<file path="config.mk">
export PLATFORM = sky130hd
export DESIGN_NAME = duty_ramp_ctrl
export DESIGN_NICKNAME = d
export VERILOG_FILES = /design/src/rtl/duty_ramp_ctrl.sv
export SDC_FILE = /design/constraint.sdc
export NUM_CORES = 1
export LEC_CHECK = 0
export CAP_MARGIN = 20
export CELL_PAD_IN_SITES_DETAIL_PLACEMENT = 1
export CELL_PAD_IN_SITES_GLOBAL_PLACEMENT = 1
export CORE_MARGIN = 5
export CORE_UTILIZATION = 40
export CTS_CLUSTER_DIAMETER = 40
export DETAILED_ROUTE_END_ITERATION = 10
export GPL_TIMING_DRIVEN = 0
export PLACE_DENSITY = 0.84
export REMOVE_ABC_BUFFERS = 1
export SETUP_SLACK_MARGIN = 0.1
export SLEW_MARGIN = 20
export SYNTH_ARGS = -nofsm -noshare
export SYNTH_HDL_FRONTEND = slang
export SYNTH_SLANG_ARGS = --single-unit
</file>
<file path="constraint.sdc">
create_clock -name clk -period 3.9 [get_ports clk]
set_input_delay 0.975 -clock clk [delete_from_list [all_inputs] [get_ports clk]]
set_output_delay 0.975 -clock clk [all_outputs]
set_load 0.01 [all_outputs]
</file>
<file path="src/rtl/duty_ramp_ctrl.sv">
// duty_ramp_ctrl: slew-limited duty source feeding an 8-bit PWM generator.
// Steps duty toward a latched target, only on PWM period-boundary strobes,
// so a PWM period never sees a mid-period duty change. Ramps up on enable
// and ramps down to 0 on disable.
//
// Ports:
//   clk           system clock, rising edge
//   rst           synchronous active-high reset
//   enable        level: 1 = ramp to target, 0 = ramp down to 0
//   target        requested duty
//   target_valid  one-clock strobe latching target
//   cycle         one-clock PWM period-boundary strobe
//   duty          registered duty to the PWM block
//   busy          registered, 1 while ramping or shutting down
//   at_target     registered, 1 while holding at target
//
// Build option: define DUTY_RAMP_LIMIT_EN to clamp the latched target to
// DUTY_MAX; otherwise the full 0..2^DW-1 range is used.
module duty_ramp_ctrl #(
    parameter int unsigned DW              = 8,
    parameter int unsigned STEP            = 4,
    parameter int unsigned CYCLES_PER_STEP = 2,
    parameter int unsigned DUTY_MAX        = 200
) (
    input  logic          clk,
    input  logic          rst,
    input  logic          enable,
    input  logic [DW-1:0] target,
    input  logic          target_valid,
    input  logic          cycle,
    output logic [DW-1:0] duty,
    output logic          busy,
    output logic          at_target
);

    typedef enum logic [1:0] {
        ST_OFF,
        ST_RAMP,
        ST_HOLD,
        ST_SHUTDOWN
    } state_t;

    localparam int unsigned CW       = (CYCLES_PER_STEP > 1) ? $clog2(CYCLES_PER_STEP) : 1;
    localparam logic [CW-1:0] DIV_LAST = CW'(CYCLES_PER_STEP - 1);
    localparam logic [DW:0]   STEP_X   = (DW + 1)'(STEP);

`ifdef DUTY_RAMP_LIMIT_EN
    localparam bit LIMIT_EN = 1'b1;
`else
    localparam bit LIMIT_EN = 1'b0;
`endif

    // With the limit disabled the cap is all-ones, so the clamp never bites.
    localparam logic [DW-1:0] TGT_CAP = LIMIT_EN ? DW'(DUTY_MAX) : {DW{1'b1}};

    state_t        state_q, state_d;
    logic [DW-1:0] duty_q, duty_d;
    logic [DW-1:0] tgt_q, tgt_d;
    logic [CW-1:0] div_q, div_d;
    logic          busy_q, busy_d;
    logic          at_q, at_d;

    logic [DW-1:0] goal;
    logic [DW:0]   goal_x, duty_x;
    logic [DW-1:0] step_res;
    logic          stepping;
    logic          step_fire;

    // One step from duty toward the goal, saturating at the goal.
    always_comb begin
        goal     = (state_q == ST_SHUTDOWN) ? '0 : tgt_q;
        goal_x   = {1'b0, goal};
        duty_x   = {1'b0, duty_q};
        step_res = duty_q;
        if (duty_x < goal_x) begin
            step_res = ((goal_x - duty_x) <= STEP_X) ? goal : DW'(duty_x + STEP_X);
        end else if (duty_x > goal_x) begin
            step_res = ((duty_x - goal_x) <= STEP_X) ? goal : DW'(duty_x - STEP_X);
        end
    end

    assign stepping  = (state_q == ST_RAMP) || (state_q == ST_SHUTDOWN);
    assign step_fire = stepping && cycle && (div_q == DIV_LAST);

    // Next-state, step engine and target latch.
    always_comb begin
        state_d = state_q;
        duty_d  = duty_q;
        div_d   = div_q;
        tgt_d   = tgt_q;

        if (target_valid) begin
            tgt_d = (target > TGT_CAP) ? TGT_CAP : target;
        end

        if (stepping && cycle) begin
            if (div_q == DIV_LAST) begin
                div_d  = '0;
                duty_d = step_res;
            end else begin
                div_d = div_q + CW'(1);
            end
        end

        case (state_q)
            ST_OFF: begin
                duty_d = '0;
                if (enable) begin
                    if (tgt_q != '0) begin
                        state_d = ST_RAMP;
                        div_d   = '0;
                    end else begin
                        state_d = ST_HOLD;
                    end
                end
            end
            ST_RAMP: begin
                if (!enable) begin
                    state_d = ST_SHUTDOWN;
                    div_d   = '0;
                end else if (step_fire && (step_res == tgt_q)) begin
                    state_d = ST_HOLD;
                end
            end
            ST_HOLD: begin
                if (!enable) begin
                    state_d = ST_SHUTDOWN;
                    div_d   = '0;
                end else if (tgt_q != duty_q) begin
                    state_d = ST_RAMP;
                    div_d   = '0;
                end
            end
            ST_SHUTDOWN: begin
                if (enable) begin
                    state_d = ST_RAMP;
                    div_d   = '0;
                end else if (step_fire && (step_res == '0)) begin
                    state_d = ST_OFF;
                end
            end
            default: begin
                state_d = ST_OFF;
            end
        endcase

        // Flags follow the next state so they line up with the duty update.
        busy_d = (state_d == ST_RAMP) || (state_d == ST_SHUTDOWN);
        at_d   = (state_d == ST_HOLD);
    end

    // State and output registers.
    always_ff @(posedge clk) begin
        if (rst) begin
            state_q <= ST_OFF;
            duty_q  <= '0;
            tgt_q   <= '0;
            div_q   <= '0;
            busy_q  <= 1'b0;
            at_q    <= 1'b0;
        end else begin
            state_q <= state_d;
            duty_q  <= duty_d;
            tgt_q   <= tgt_d;
            div_q   <= div_d;
            busy_q  <= busy_d;
            at_q    <= at_d;
        end
    end

    assign duty      = duty_q;
    assign busy      = busy_q;
    assign at_target = at_q;

endmodule

</file>
==> flow_summary.json <==
{
  "status": "complete, but fails checks",
  "failed_checks": "setup timing",
  "ys_seq_area_share_pct": 13.8,
  "core_area_um2": 7180,
  "post-route-worst-setup-slack_ps": -285,
  "drive_gt1_share_pct": 37.4,
  "dr_wl_met3_um": 865,
  "final_common_cell": "buf_4",
  "wl_met1_um": 5550,
  "antenna_found_initial": 0,
  "dieHeight_um": 95.3,
  "final_nets": 480,
  "clockBufferDepth": 2,
  "crit_path_cell_trace": "ha_4, nand2b_4, ha_1, a21oi_1, a21oi_1, a211o_1, and4_4, buf_4, a21boi_0, o21ai_1, mux2_2, o2111ai_2, a2111oi_4, or2_1",
  "grt_pass1_wl_um": 20400,
  "ys_types": 81,
  "path_class": "flip-flop to flip-flop",
  "worst_r2r_startpoint": "state_q[1]$_SDFF_PP0_",
  "worst_slew_pin_slew_ps": 694,
  "syn_to_final_growth_pct": 49.1,
  "top_layer": "met4",
  "clk_latency_ps": 260,
  "max_stage_delay_ps": 510,
  "power_leakage_nw": 1.72,
  "io_buffer_count": 22,
  "synth.cell_area_um2": 2910,
  "syn-instance-count": 380,
  "whs_ps": 585,
  "hp-class": "flip-flop to flip-flop",
  "dieArea_um2": 9080,
  "setup_tns_ps": -787,
  "regToRegSetupSlack_ps": -290,
  "grtUsageTotal_pct": 29.1,
  "holdPathStages": 2,
  "cts_tree": "done",
  "ys_warn_count": 0,
  "power_density_nw_per_um2": 363,
  "crit_path_end_kind": "flip-flop",
  "synth_area_leaders": "dfxtp_1 14%, ha_1 11%, nor2_1 5.3%",
  "final_cell_mix": "50 x buf_4, 40 x nor2_1, 22 x clkdlybuf4s50_1",
  "grt_max_degree": 17,
  "crit_arrival_ps": 4340,
  "finalCritPeriodShare_pct": 107,
  "cpMostUsedCell": "a21oi_1",
  "ys_ff_latch": 20,
  "synth_edf_count": 0,
  "grt-ovfl-total": 0,
  "yosysTopAreaCellShare_pct": 13.8,
  "synthArstFlopShare_pct": 0,
  "drt_iter0_drc": 281,
  "grt_pass1_vias": 3704,
  "postSynthAreaPerCell_um2": 7.66,
  "initial_core_util_pct": 40.5,
  "hold_viol_final": 0,
  "rsz0062_at_grt": "true",
  "reg2reg_depth": 14,
  "cts_made_buffers": 3,
  "clkTransAtPathRegs_ps": 80,
  "crit_fanout": 7,
  "antenna_cells": 0,
  "cap_viol_max_count": 0,
  "cts-root-buf": "clkbuf_8",
  "die_width_um": 95.3,
  "hold_start": "duty[1]$_SDFFE_PP0P_",
  "wl_met2_um": 7020,
  "crit_slowest_cell": "a21boi_0",
  "first_pass_iters": 5,
  "wirelength_um": 14800,
  "crit_required_ps": 4050,
  "via_per_inst": 6.81,
  "max_clock_freq_ghz": 0.239,
  "synth_largest_area_cell": "dfxtp_1",
  "drv_slew": 0,
  "routed-via-count": 3679,
  "min_to": "duty[1]$_SDFFE_PP0P_",
  "io_pins": 23,
  "worstSetupStartpointType": "flip-flop",
  "place.detailed.hpwl_um": 7140,
  "ys.flop_type": "dfxtp_1",
  "ctsHtreeMaxLevel": 1,
  "finalCriticalPeriod_ps": 4190,
  "setup_viol": 3,
  "slew_headroom_pct": 53.8,
  "ir_drop_mv": 0.356,
  "clock-sinks": 20,
  "wl_per_cell_um": 27.4,
  "drcViolationCount": 0,
  "ant_nets": 0,
  "gp_congestion": 0.874,
  "num_rows": 31,
  "fin_worst_skew_ps": 1.51,
  "worstReg2RegEnd": "state_q[1]$_SDFF_PP0_"
}
[synth_stat cells (3+ instances only)]
library cell and instances:
o211a_1 5, o211ai_1 6, a211oi_1 8, buf_4 3, o21ai_0 22, xnor2_1 9
dfxtp_1 20, buf_2 5, or2_2 5, nand2b_1 8, mux2_2 3, a31oi_1 3
nand4_1 3, nand2_1 22, nand3_1 18, and3_1 3, clkbuf_1 15, a21boi_0 3
a311oi_1 4, nor3_1 8, ha_1 25, nor4_1 7, o21bai_1 3, o22ai_1 3
xor2_1 8, mux2i_1 10, a21oi_1 20, nor2_1 41, inv_1 22, o21a_1 3
[per-layer routing]
layer / vias up / track usage (%)
li1: 1545 / -
met1: 1794 / 33.5
met2: 239 / 50.0
met3: 101 / 4.03
met4: 0 / 19.2
met5: - / 0
[report_power, final]
part / internal, mW / switching, mW / total (mW)
registers: 0.230 / 0.0287 / 0.258
logic: 0.484 / 0.622 / 1.11
clock network: 0.137 / 0.0748 / 0.212
[cell type report]
cell class	count	area, µm²
Clock buffer	3	41.3
Clock inverter	1	30.0
Fill cell	810	2840
Inverter	22	82.6
Multi-Input combinational cell	313	2920
Sequential cell	20	417
Tap cell	99	124
Timing Repair Buffer	82	726
[logic make-up after synthesis]
group                      Yosys count  share of synthesized area (%)
DFF                                 20                           13.8
buffers and inverters               48                           7.31
muxes                               13                           4.60
and+or+nand+nor                    134                           24.3
xor gates and xnor gates            18                           5.68
AOI/OAI and AO/OA                  122                           33.6
adders and majority gates           25                           10.8
[critical path, delay by kind of cell (launching register included)]
kind	cells	cell delay, ps
fa+ha+maj	2	630
mux	1	330
buf+inv	1	160
compound gates	7	1900
simple gates	3	680
flops	1	360
[how the worst max path moves through the flow]
stage | to | cells past startpoint | from | slack [ps]
2_1_floorplan | state_q[1]$_SDFF_PP0_ | 14 | busy$_SDFF_PP0_ | -400
6_report | state_q[1]$_SDFF_PP0_ | 14 | state_q[1]$_SDFF_PP0_ | -290
3_3_place_gp | at_target$_SDFF_PP0_ | 15 | state_q[1]$_SDFF_PP0_ | -1560
4_1_cts | state_q[1]$_SDFF_PP0_ | 17 | state_q[1]$_SDFF_PP0_ | 80
5_1_grt | at_target$_SDFF_PP0_ | 16 | busy$_SDFF_PP0_ | -300
3_5_place_dp | state_q[1]$_SDFF_PP0_ | 15 | state_q[1]$_SDFF_PP0_ | -1160
[stage by stage]
stage / area, µm² / setup WS [ps] / util (%) / power, mW / instances
2_1_floorplan: 2780 / -404 / - / 0.731 / 354
4_1_cts: 4040 / 77.7 / 56.4 / 1.41 / 520
5_1_grt: 4340 / -303 / 60.5 / 1.63 / 540
3_3_place_gp: 3120 / -1560 / 43.5 / 0.882 / 475
6_report: 4340 / -285 / 60.5 / 1.58 / 540
3_5_place_dp: 3140 / -1160 / 43.7 / 0.910 / 476
[registers in the layout, indices dropped and copies added (netlist names)]
name and count:
div_q 1, tgt_q 8, at_target 1, duty 8, busy 1, state_q 1
[what timing repair did]
action / CTS / global route
endpoints found under the hold margin: 0 / 0
hold buffers: 0 / 0
pin swaps: 37 / 28
setup endpoints to repair: 11 / 4
resized for setup: 94 / 27
cloned: 1 / 0
buffers inserted: 39 / 21
No activity file was read; power rests on OpenSTA's default activity.
